==> src/rtl/uart_rx_ctrl.sv <==
// uart_rx_ctrl: UART receive frame controller (bit timing, deserializer strobes, start/parity/stop checks)
module uart_rx_ctrl #(
  parameter int PRESCALE_W = 6
) (
  input  logic                  clk,
  input  logic                  reset,
  input  logic                  rx_in,
  input  logic [PRESCALE_W-1:0] prescale,
  input  logic                  par_en,
  input  logic                  par_typ,
  input  logic                  sampled_bit,
  input  logic [7:0]            p_data,
  output logic                  dat_samp_en,
  output logic [PRESCALE_W-1:0] edge_cnt,
  output logic                  deser_en,
  output logic [3:0]            bit_count,
  output logic                  data_valid,
  output logic                  par_err,
  output logic                  stp_err,
  output logic                  strt_glitch,
  output logic                  busy
);
  typedef enum logic [2:0] {IDLE, START, DATA, PARITY, STOP} state_t;
  state_t state, state_nxt;
  logic [PRESCALE_W-1:0] prescale_q;
  logic [3:0] idx, idx_nxt;
  logic par_fail, par_fail_nxt, bit_end, exp_par;
  assign bit_end = edge_cnt == prescale_q - PRESCALE_W'(1);
  assign exp_par = par_typ ? ~^p_data : ^p_data;
  assign busy = state != IDLE;
  assign dat_samp_en = busy;
  // state, bit timing and frame bookkeeping; prescale is captured on every entry into START
  always_ff @(posedge clk or negedge reset) begin
    if (!reset) begin
      state      <= IDLE;
      edge_cnt   <= '0;
      idx        <= '0;
      par_fail   <= 1'b0;
      prescale_q <= '0;
    end else begin
      state    <= state_nxt;
      edge_cnt <= (state == IDLE || bit_end) ? '0 : edge_cnt + PRESCALE_W'(1);
      idx      <= idx_nxt;
      par_fail <= par_fail_nxt;
      if (state_nxt == START && state != START) prescale_q <= prescale;
    end
  end
  // next-state and bit-end decisions; every strobe is confined to a bit-end cycle
  always_comb begin
    state_nxt    = state;
    idx_nxt      = idx;
    par_fail_nxt = par_fail;
    deser_en     = 1'b0;
    bit_count    = 4'd0;
    data_valid   = 1'b0;
    par_err      = 1'b0;
    stp_err      = 1'b0;
    strt_glitch  = 1'b0;
    case (state)
      IDLE: state_nxt = rx_in ? IDLE : START;
      START: if (bit_end) begin
        strt_glitch  = sampled_bit;
        state_nxt    = sampled_bit ? IDLE : DATA;
        idx_nxt      = 4'd1;
        par_fail_nxt = 1'b0;
      end
      DATA: if (bit_end) begin
        deser_en  = 1'b1;
        bit_count = idx;
        idx_nxt   = (idx == 4'd8) ? 4'd0 : idx + 4'd1;
        state_nxt = (idx != 4'd8) ? DATA : par_en ? PARITY : STOP;
      end
      PARITY: if (bit_end) begin
        par_err      = sampled_bit != exp_par;
        par_fail_nxt = sampled_bit != exp_par;
        state_nxt    = STOP;
      end
      STOP: if (bit_end) begin
        stp_err    = !sampled_bit;
        data_valid = sampled_bit && !par_fail;
        state_nxt  = rx_in ? IDLE : START;
      end
      default: state_nxt = IDLE;
    endcase
  end
endmodule
==> config.mk <==
export PLATFORM = sky130hd
export DESIGN_NAME = uart_rx_ctrl
export DESIGN_NICKNAME = d
export VERILOG_FILES = /design/src/rtl/uart_rx_ctrl.sv
export SDC_FILE = /design/constraint.sdc
export NUM_CORES = 1
export LEC_CHECK = 0
export CAP_MARGIN = 10
export CORE_MARGIN = 2
export CORE_UTILIZATION = 35
export DETAILED_ROUTE_END_ITERATION = 16
export HOLD_SLACK_MARGIN = 0.06
export SLEW_MARGIN = 20
export SYNTH_ARGS = -nofsm -noshare
export SYNTH_HDL_FRONTEND = slang
export SYNTH_SLANG_ARGS = --single-unit
==> constraint.sdc <==
create_clock -name clk -period 3.9 [get_ports clk]
set_input_delay 1.17 -clock clk [delete_from_list [all_inputs] [get_ports clk]]
set_output_delay 1.17 -clock clk [all_outputs]
set_load 0.05 [all_outputs]
Word-level counts from Yosys, hierarchy flattened
Cells that the tools add are included.
Widths: inputs -> output; s select.
{"block": "word_totals", "register_bits": 20, "latch_bits": 0, "ram_bits": 0, "mem_bits_ro": 0, "in_bits": 20, "output_inout_bits": 17, "wordCells": 64, "memories": 0}
{"block": "classes", "addsub": 3, "n_mul": 0, "n_div": 0, "order_cmp": 0, "n_eq_ne": 13, "shifts": 0, "muxes": 30, "bitwise": 0, "n_reduce_logical": 13}
{"cell": "$mux 4", "n": 5}
{"cell": "$mux 3", "n": 6}
{"cell": "$pmux 3 s5", "n": 1}
{"cell": "$mux 1", "n": 14}
{"cell": "$pmux 4 s2", "n": 1}
{"cell": "$reduce_xnor 8->1", "n": 1}
{"cell": "$reduce_xor 8->1", "n": 1}
{"cell": "$add 6x1->6 const B", "n": 1}
{"cell": "$eq 3x1->1 const B", "n": 2}
{"cell": "$eq 3x2->1 const B", "n": 2}
{"cell": "$eq 6x6->1", "n": 1}
{"cell": "$mux 6", "n": 1}
{"cell": "$ne 2x2->1 const B", "n": 3}
{"cell": "$reduce_and 3->1", "n": 2}
{"cell": "$sub 6x1->6 const B", "n": 1}
{"cell": "$add 4x1->4 const B", "n": 1}
{"cell": "$eq 4x4->1 const B", "n": 1}
{"cell": "$ne 4x4->1 const B", "n": 1}
{"cell": "$reduce_bool 2->1", "n": 2}
{"cell": "$eq 3x3->1 const B", "n": 1}
{"cell": "$logic_not 3->1", "n": 1}
{"cell": "$ne 3x1->1 const B", "n": 1}
{"cell": "$reduce_bool 3->1", "n": 1}
{"cell": "$logic_and 1x1->1", "n": 2}
{"cell": "other kinds (5)", "n": 6}

Depth between registers and ports, before layout
Gate-level depths: netlist of the first run.
{"block": "logic_depth", "word_depth": 6, "depth_mapped": 7, "mapped_depth_nobuf": 7}

Least setup slack after synthesis of the first run
No wires, ideal clock.
{"block": "synth_path", "path_kind": "register to output", "start": "register edge_cnt[2]", "end": "output data_valid", "arrival_time_ns": 3.578, "required_time_ns": 2.730, "path_slack_ns": -0.848, "stages_incl_launch_ff": 7, "path_buffers": 1, "path_cell_list": "dfrtp_1 > nand2b_1 > o211a_1 > o31ai_1 > clkbuf_1 > nand2_1 > nor4b_1"}
{"block": "synth_via", "elab_chain_len": 3}
{"element": "from (decl)", "line": "14", "text": "output logic [PRESCALE_W-1:0] edge_cnt,"}
{"element": "from (signal assigned)", "line": "42", "text": "edge_cnt <= (state == IDLE || bit_end) ? '0 : edge_cnt + PRESCALE_W'(1);"}
{"element": "$eq 6x6->1", "line": "28", "text": "assign bit_end = edge_cnt == prescale_q - PRESCALE_W'(1);"}
{"element": "$mux 1", "line": "78", "text": "STOP: if (bit_end) begin"}
{"element": "$mux 1", "line": "59", "text": "case (state)"}
{"element": "to (decl)", "line": "17", "text": "output logic data_valid,"}
No other way between the ends.

Worst setup path in the final report of the first run
{"block": "layout_path", "start": "register prescale_q[1]", "end": "output data_valid"}
{"block": "layout_via", "elab_chain_len": 4}
{"element": "from (decl)", "line": "25", "text": "logic [PRESCALE_W-1:0] prescale_q;"}
{"element": "from (signal assigned)", "line": "45", "text": "if (state_nxt == START && state != START) prescale_q <= prescale;"}
{"element": "$sub 6x1->6", "line": "28"}
{"element": "$eq 6x6->1", "line": "28"}
{"element": "$mux 1", "line": "78"}
{"element": "$mux 1", "line": "59"}
No other way between the ends.

==> metrics.yaml, run 1 <==
drtPass1Iterations: 4
wire_per_inst_um: 15.6
io_pins: 37
routed_via_density: 5.42
total_power_mw: 1.54
period_needed_ns: 3.85
layoutNonFillerInstCount: 243
switching_power_mw: 0.744
setup_violations: 0
synth-seq-cells: 20
final_nets: 218
preCtsSetupSlack_ns: 0.0535
dp_hpwl_mm: 2.76
overflow: 0
cts_buffer_depth: 2
row_count: 23
placed_cells: 236
via_count: 1316
clock_skew_ns: 0.00971
status: "finished, final reports clean"
synthToLayoutAreaGrowth_pct: 47.7
seq_area_frac_synth_pct: 33.9
ir_drop_mv: 0.335
fin_ws_ns: 0.0543
leakage_nw: 0.913
fp.coreArea_um2: 4030
synth_warnings: 0
swShare_pct: 48.2
yosysTopAreaCell: "dfrtp_1"
critPathBufInv: 1
synth_fa_ha_area_share_pct: 3.39
grt_use_total_pct: 16.8
tightest_slew_ns: 0.959
hold_violations: 0
path_max_fanout: 6
drc_errors: 0
slowest_delay_ns: 0.55
globalplace.congestion: 0.814
totalWireLength_mm: 3.80
ctsHoldBuffers: 0
internal-power_mw: 0.798
power_density_nw_per_um2: 707
max-cap-violations: 0
syn-num-nets: 174
grt_start_max_net_pins: 21
min_period_over_period_pct: 98.6
root_buffer: "clkbuf_8"
port_buffers: 36
drt_iter0_drc: 56
syn-instance-count: 150
final_common_cell: "clkdlybuf4s50_1"
p_comb_share_pct: 59.8
synthXorXnorAreaFrac_pct: 11.9
chipHeight_um: 69.0
start_util_pct: 36.6
synth_top_family_by_area: "simple AND/OR/NAND/NOR gates"
fp.dieW_um: 69.0
h-tree-depth: 1
grt_pass1_wl_mm: 5.98
yosysUniqueCellTypes: 47
cp_slowest_cell: "or4_4"
cp-start-kind: "flip-flop"
fmax_ghz: 0.260
syn_area_per_cell_um2: 9.84
diodes: 0
detail-route-antenna-nets: 0
die_area_um2: 4750
slew_violations: 0
worstSkewPairLatency_ns: 0.26
crit_path_end_kind: "output pin"
power.share.clock_pct: 13.8
path_cells: "or4_4 -> or3_4 -> a211oi_4 -> nand2_4 -> nor4b_4 -> buf_12"
worstPathArrival_ns: 2.68
synth_top_area_share_pct: 33.9
crit_required_ns: 2.73
drive_above_1_share_pct: 24.4
holdCritPathClass: "flip-flop to flip-flop"
cts_tree: "built"
layout_common_cells: "clkdlybuf4s50_1, dfrtp_1, xnor2_1"
grt_pass1_vias: 1320
clock_sinks: 20
power_frac_seq_pct: 26.4
cts_buffers: 3
path_clk_slew_ns: 0.09
cpLargestDelayFamily: "simple AND/OR/NAND/NOR gates"
slew_headroom_pct: 35.6
synth_compound_area_share_pct: 18.6
criticalPathCategory: "flip-flop to output pin"
synth_area_um2: 1480
ys_top_cells_by_area: "dfrtp_1, xnor2_1, mux2_4"
synthMuxAreaShare_pct: 6.78
antenna_found_initial: 0
synthSimpleGateAreaFrac_pct: 21.7
[cell usage after synthesis (all sizes together)]
library cell   n
nand3          4
o21ai          2
a21oi          4
or4            1
dfrtp         20
o211ai         1
a2bb2oi        1
o31ai          1
or3            2
nor3          13
nor2b          2
mux2           6
a211o          2
and2           1
nor2           9
nor3b          2
a31oi          2
a41o           1
nand2          9
nand4          1
inv            8
and3           4
buf            1
o2bb2ai        2
o32ai          1
o31a           1
a211oi         1
o22ai          1
and4           2
a2111oi        3
nand2b         4
xor2           6
o211a          2
nor4b          2
a41oi          1
ha             4
or2            1
xnor2         14
a32o           1
o21bai         1
clkbuf         5
mux2i          1
[repair_timing]
item / in CTS / in global routing
pin swaps: 0 / 9
resized for setup: 0 / 15
buffers inserted: 0 / 3
setup endpoints to repair: 2 / 9
[per-stage QoR]
stage                     cell area [um^2]  TNS [ns]  hold slack (ns)  utilization (%)
final                                 2180         0            0.554             54.1
after global placement                2010         0            0.521             50.0
after global routing                  2180   -0.0361            0.584             54.1
after CTS                             2090   -0.0561            0.553             51.8
after detailed placement              2010         0            0.522             50.0
after floorplan                       1480     -1.05            0.503                -
[cells by family after synthesis]
| logic type | Yosys count |
|---|---|
| compound gates | 28 |
| xor+xnor | 20 |
| fa+ha+maj | 4 |
| buf+inv | 14 |
| flops | 20 |
| mux | 7 |
| simple gates | 57 |
[worst reg2reg max path, stage by stage (launching register included)]
cell and delay (ns):
dfrtp_1 0.43, or4_4 0.55, or3_4 0.42, a2111oi_4 0.51
nand3_2 0.17, a211o_1 0.33
[per-layer routing]
layer / vias up / global-route usage [%] / wire, um
li1: 630 / - / -
met1: 645 / 20.8 / 1660
met2: 37 / 30.0 / 1900
met3: 4 / 1.95 / 191
met4: 0 / 5.64 / 44
met5: - / 0 / 0
[area by class of cell]
type	instances	area, um^2
Fill cell	364	1850
Multi-Input combinational cell	116	987
Timing Repair Buffer	45	528
Sequential cell	20	502
Tap cell	50	62.6
Clock buffer	3	41.3
Clock inverter	1	30.0
Inverter	8	30.0
[state kept, by name, summed over array words and instances, names as in the netlist]
register    count
idx             4
state           3
par_fail        1
prescale_q      6
edge_cnt        6
[path summary, 6_finish.rpt]
| kind | start | endpoint | slack, ns | cells after the start |
|---|---|---|---|---|
| worst max-delay path | prescale_q[1] | data_valid | 0.05 | 6 |
| min in group asynchronous | reset | prescale_q[2] | 1.43 | 1 |
| worst min-delay path | prescale_q[5] | prescale_q[5] | 0.55 | 1 |
| worst min register to register | prescale_q[5] | prescale_q[5] | 0.55 | 1 |
| worst max register to register | prescale_q[1] | idx[3] | 1.37 | 5 |
| max in group asynchronous | reset | prescale_q[0] | 1.83 | 1 |
[power groups by stage]
stage,combinational (mW),sequential (mW),clock (mW)
after floorplan,0.529,0.472,0
after global placement,0.821,0.405,0
after detailed placement,0.840,0.409,0
after CTS,0.844,0.404,0.217
after global routing,0.993,0.423,0.228
final,0.922,0.407,0.213
(Power assumes the default switching activity.)
==> run 2: changes to the inputs <==
--- a/config.mk
+++ b/config.mk
@@ -7,9 +7,11 @@
 export LEC_CHECK = 0
 export CAP_MARGIN = 10
 export CORE_MARGIN = 2
-export CORE_UTILIZATION = 35
+export CORE_UTILIZATION = 49
 export DETAILED_ROUTE_END_ITERATION = 16
-export HOLD_SLACK_MARGIN = 0.06
+export HOLD_SLACK_MARGIN = 0.1
+export PLACE_DENSITY = 0.8
+export SKIP_LAST_GASP = 1
 export SLEW_MARGIN = 20
 export SYNTH_ARGS = -nofsm -noshare
 export SYNTH_HDL_FRONTEND = slang
==> metrics.yaml, run 2 (synthesis gave the netlist of run 1 again) <==
grt_start_max_net_pins: 21  # unchanged
r2r-end: "idx[0]"
globalplace.congestion: 0.840  # +3.2%
ir_drop_mv: 0.495  # +48%
max-cap-violations: 0  # unchanged
antenna_found_initial: 0  # unchanged
final_core_util_pct: 74.2  # +20 points
totalWireLength_mm: 3.63  # -4.6%
tightest_slew_ns: 0.916  # -0.0424 ns
drc_errors: 0  # unchanged
path_clk_slew_ns: 0.11  # +0.02 ns
final_common_cell: "clkdlybuf4s50_1"
crit_required_ns: 2.73  # about the same
cts_tree: "built"
synthToLayoutAreaGrowth_pct: 40.9
fp.coreArea_um2: 2810  # -30%
wire_per_inst_um: 16.3  # +4.5%
cts_buffers: 3  # unchanged
slew_violations: 0  # unchanged
hold_violations: 0  # unchanged
clock_skew_ns: 0.00844  # -0.00127 ns
layout_common_cells: "clkdlybuf4s50_1, dfrtp_1, xnor2_1"
preCtsSetupSlack_ns: 0.0241  # -0.0293 ns
drive_above_1_share_pct: 23.0  # -1.3 points
io_pins: 37  # unchanged
worstSkewPairLatency_ns: 0.31  # +0.05 ns
drtPass1Iterations: 4  # unchanged
reg2reg_from: "prescale_q[0]"
cts_buffer_depth: 2  # unchanged
min_from: "prescale_q[5]"
finalInstanceArea_um2: 2080  # -4.6%
largest_registers: "edge_cnt x6, prescale_q x6, idx x4"
grt_use_total_pct: 21.8  # +5.1 points
diodes: 0  # unchanged
rsz0062_at_grt: "yes"
start_util_pct: 52.6  # +16 points
dp_hpwl_mm: 2.68  # -2.7%
via_count: 1323  # +0.53%
port_buffers: 36  # unchanged
detail-route-antenna-nets: 0  # unchanged
grt_pass1_vias: 1316  # -0.30%
h-tree-depth: 1  # unchanged
reg2regPathDepth: 5  # unchanged
status: "complete, but fails checks"
worstPathArrival_ns: 2.77  # +0.09 ns
min_period_over_period_pct: 101  # +2.4 points
setup_violations: 5  # +5
criticalPathCategory: "flip-flop to output pin"
ff2ff_setup_slack_ns: 1.37  # about the same
hold_depth: 1  # unchanged
grt_pass1_wl_mm: 5.82  # -2.8%
power_density_nw_per_um2: 667  # -5.6%
violations: "setup timing"
root_buffer: "clkbuf_4"
slew_headroom_pct: 38.7  # +3.1 points
die_area_um2: 3470  # -27%
routed_via_density: 5.96  # +10%
fin_ws_ns: -0.0387  # -0.0930 ns
placed_cell_area_um2: 1980  # -1.6%
cp-start-kind: "flip-flop"
fp.dieW_um: 58.9  # -15%
path_max_fanout: 5  # -1
final_nets: 216  # -0.92%
row_count: 19  # -17%
period_needed_ns: 3.94  # +0.0930 ns
crit_path_end_kind: "output pin"
clock_sinks: 20  # unchanged
chipHeight_um: 58.9  # -15%
overflow: 0  # unchanged
leakage_nw: 0.878  # -3.8%
holdCritPathClass: "flip-flop to flip-flop"
drt_iter0_drc: 55  # -1.8%
fmax_ghz: 0.254  # -2.4%
holdPathEnd: "prescale_q[5]"
## run 2: cell count changes in the layout (fill, tap and decap cells not counted)
cell	change
a211oi_4	-1
nand2_2	+1
clkbuf_4	+3
bufinv_16	-1
dfrtp_2	-1
a211oi_2	+1
a2111oi_2	+1
buf_4	-2
clkbuf_8	-2
dfrtp_1	+1
nand2_4	-1
a2111oi_4	-1
## run 2: per-stage QoR
| step | total power, mW | std cells | TNS, ns | hold slack (ns) |
|---|---|---|---|---|
| after detailed placement | 1.24 | 216 | 0 | 0.521 |
| after global placement | 1.21 | 216 | 0 | 0.520 |
| after global routing | 1.47 | 222 | -0.574 | 0.581 |
| after CTS | 1.38 | 220 | -0.163 | 0.558 |
| after floorplan | 1.00 | 150 | -1.05 | 0.503 |
| final | 1.39 | 222 | -0.113 | 0.553 |
## run 2: worst max-delay path: stages, from the launching register on
cell and delay (ns):
dfrtp_1 0.46, or4_4 0.54, or3_4 0.40, a2111oi_2 0.61, and3_1 0.30, buf_12 0.15
## run 2: worst max-delay path by stage
stage                  start           end  slack [ns]
2_1_floorplan    edge_cnt[2]  bit_count[2]       -0.30
3_3_place_gp         par_typ       par_err        0.09
3_5_place_dp       p_data[6]       par_err        0.02
4_1_cts        prescale_q[0]      deser_en       -0.04
5_1_grt        prescale_q[0]  bit_count[1]       -0.11
6_report       prescale_q[0]  bit_count[1]       -0.04
## run 2: layer usage
layer	up-vias	wire, um	global-route usage [%]
li1	628	-	-
met1	632	1450	25.7
met2	56	1870	38.4
met3	7	261	6.81
met4	0	39	5.52
met5	-	0	0
## run 2: layout make-up
class                      instances  area [um^2]
fill                             193          724
sequential                        20          500
timing repair buffer              43          513
multi-input combinational        116          962
clock buffer                       4         36.3
tap                               31         38.8
inverter                           8         30.0
## run 2: power breakdown
group          leakage, nW  switching [mW]  internal, mW
registers            0.250           0.116         0.284
logic                0.608           0.505         0.359
clock network       0.0210          0.0683        0.0571
## run 2: timing repair
item | in CTS | in global routing
gates resized for setup | 5 | 7
hold buffers | 0 | 0
setup endpoints to repair | 8 | 9
setup buffers | 0 | 2
pin swaps | 0 | 6
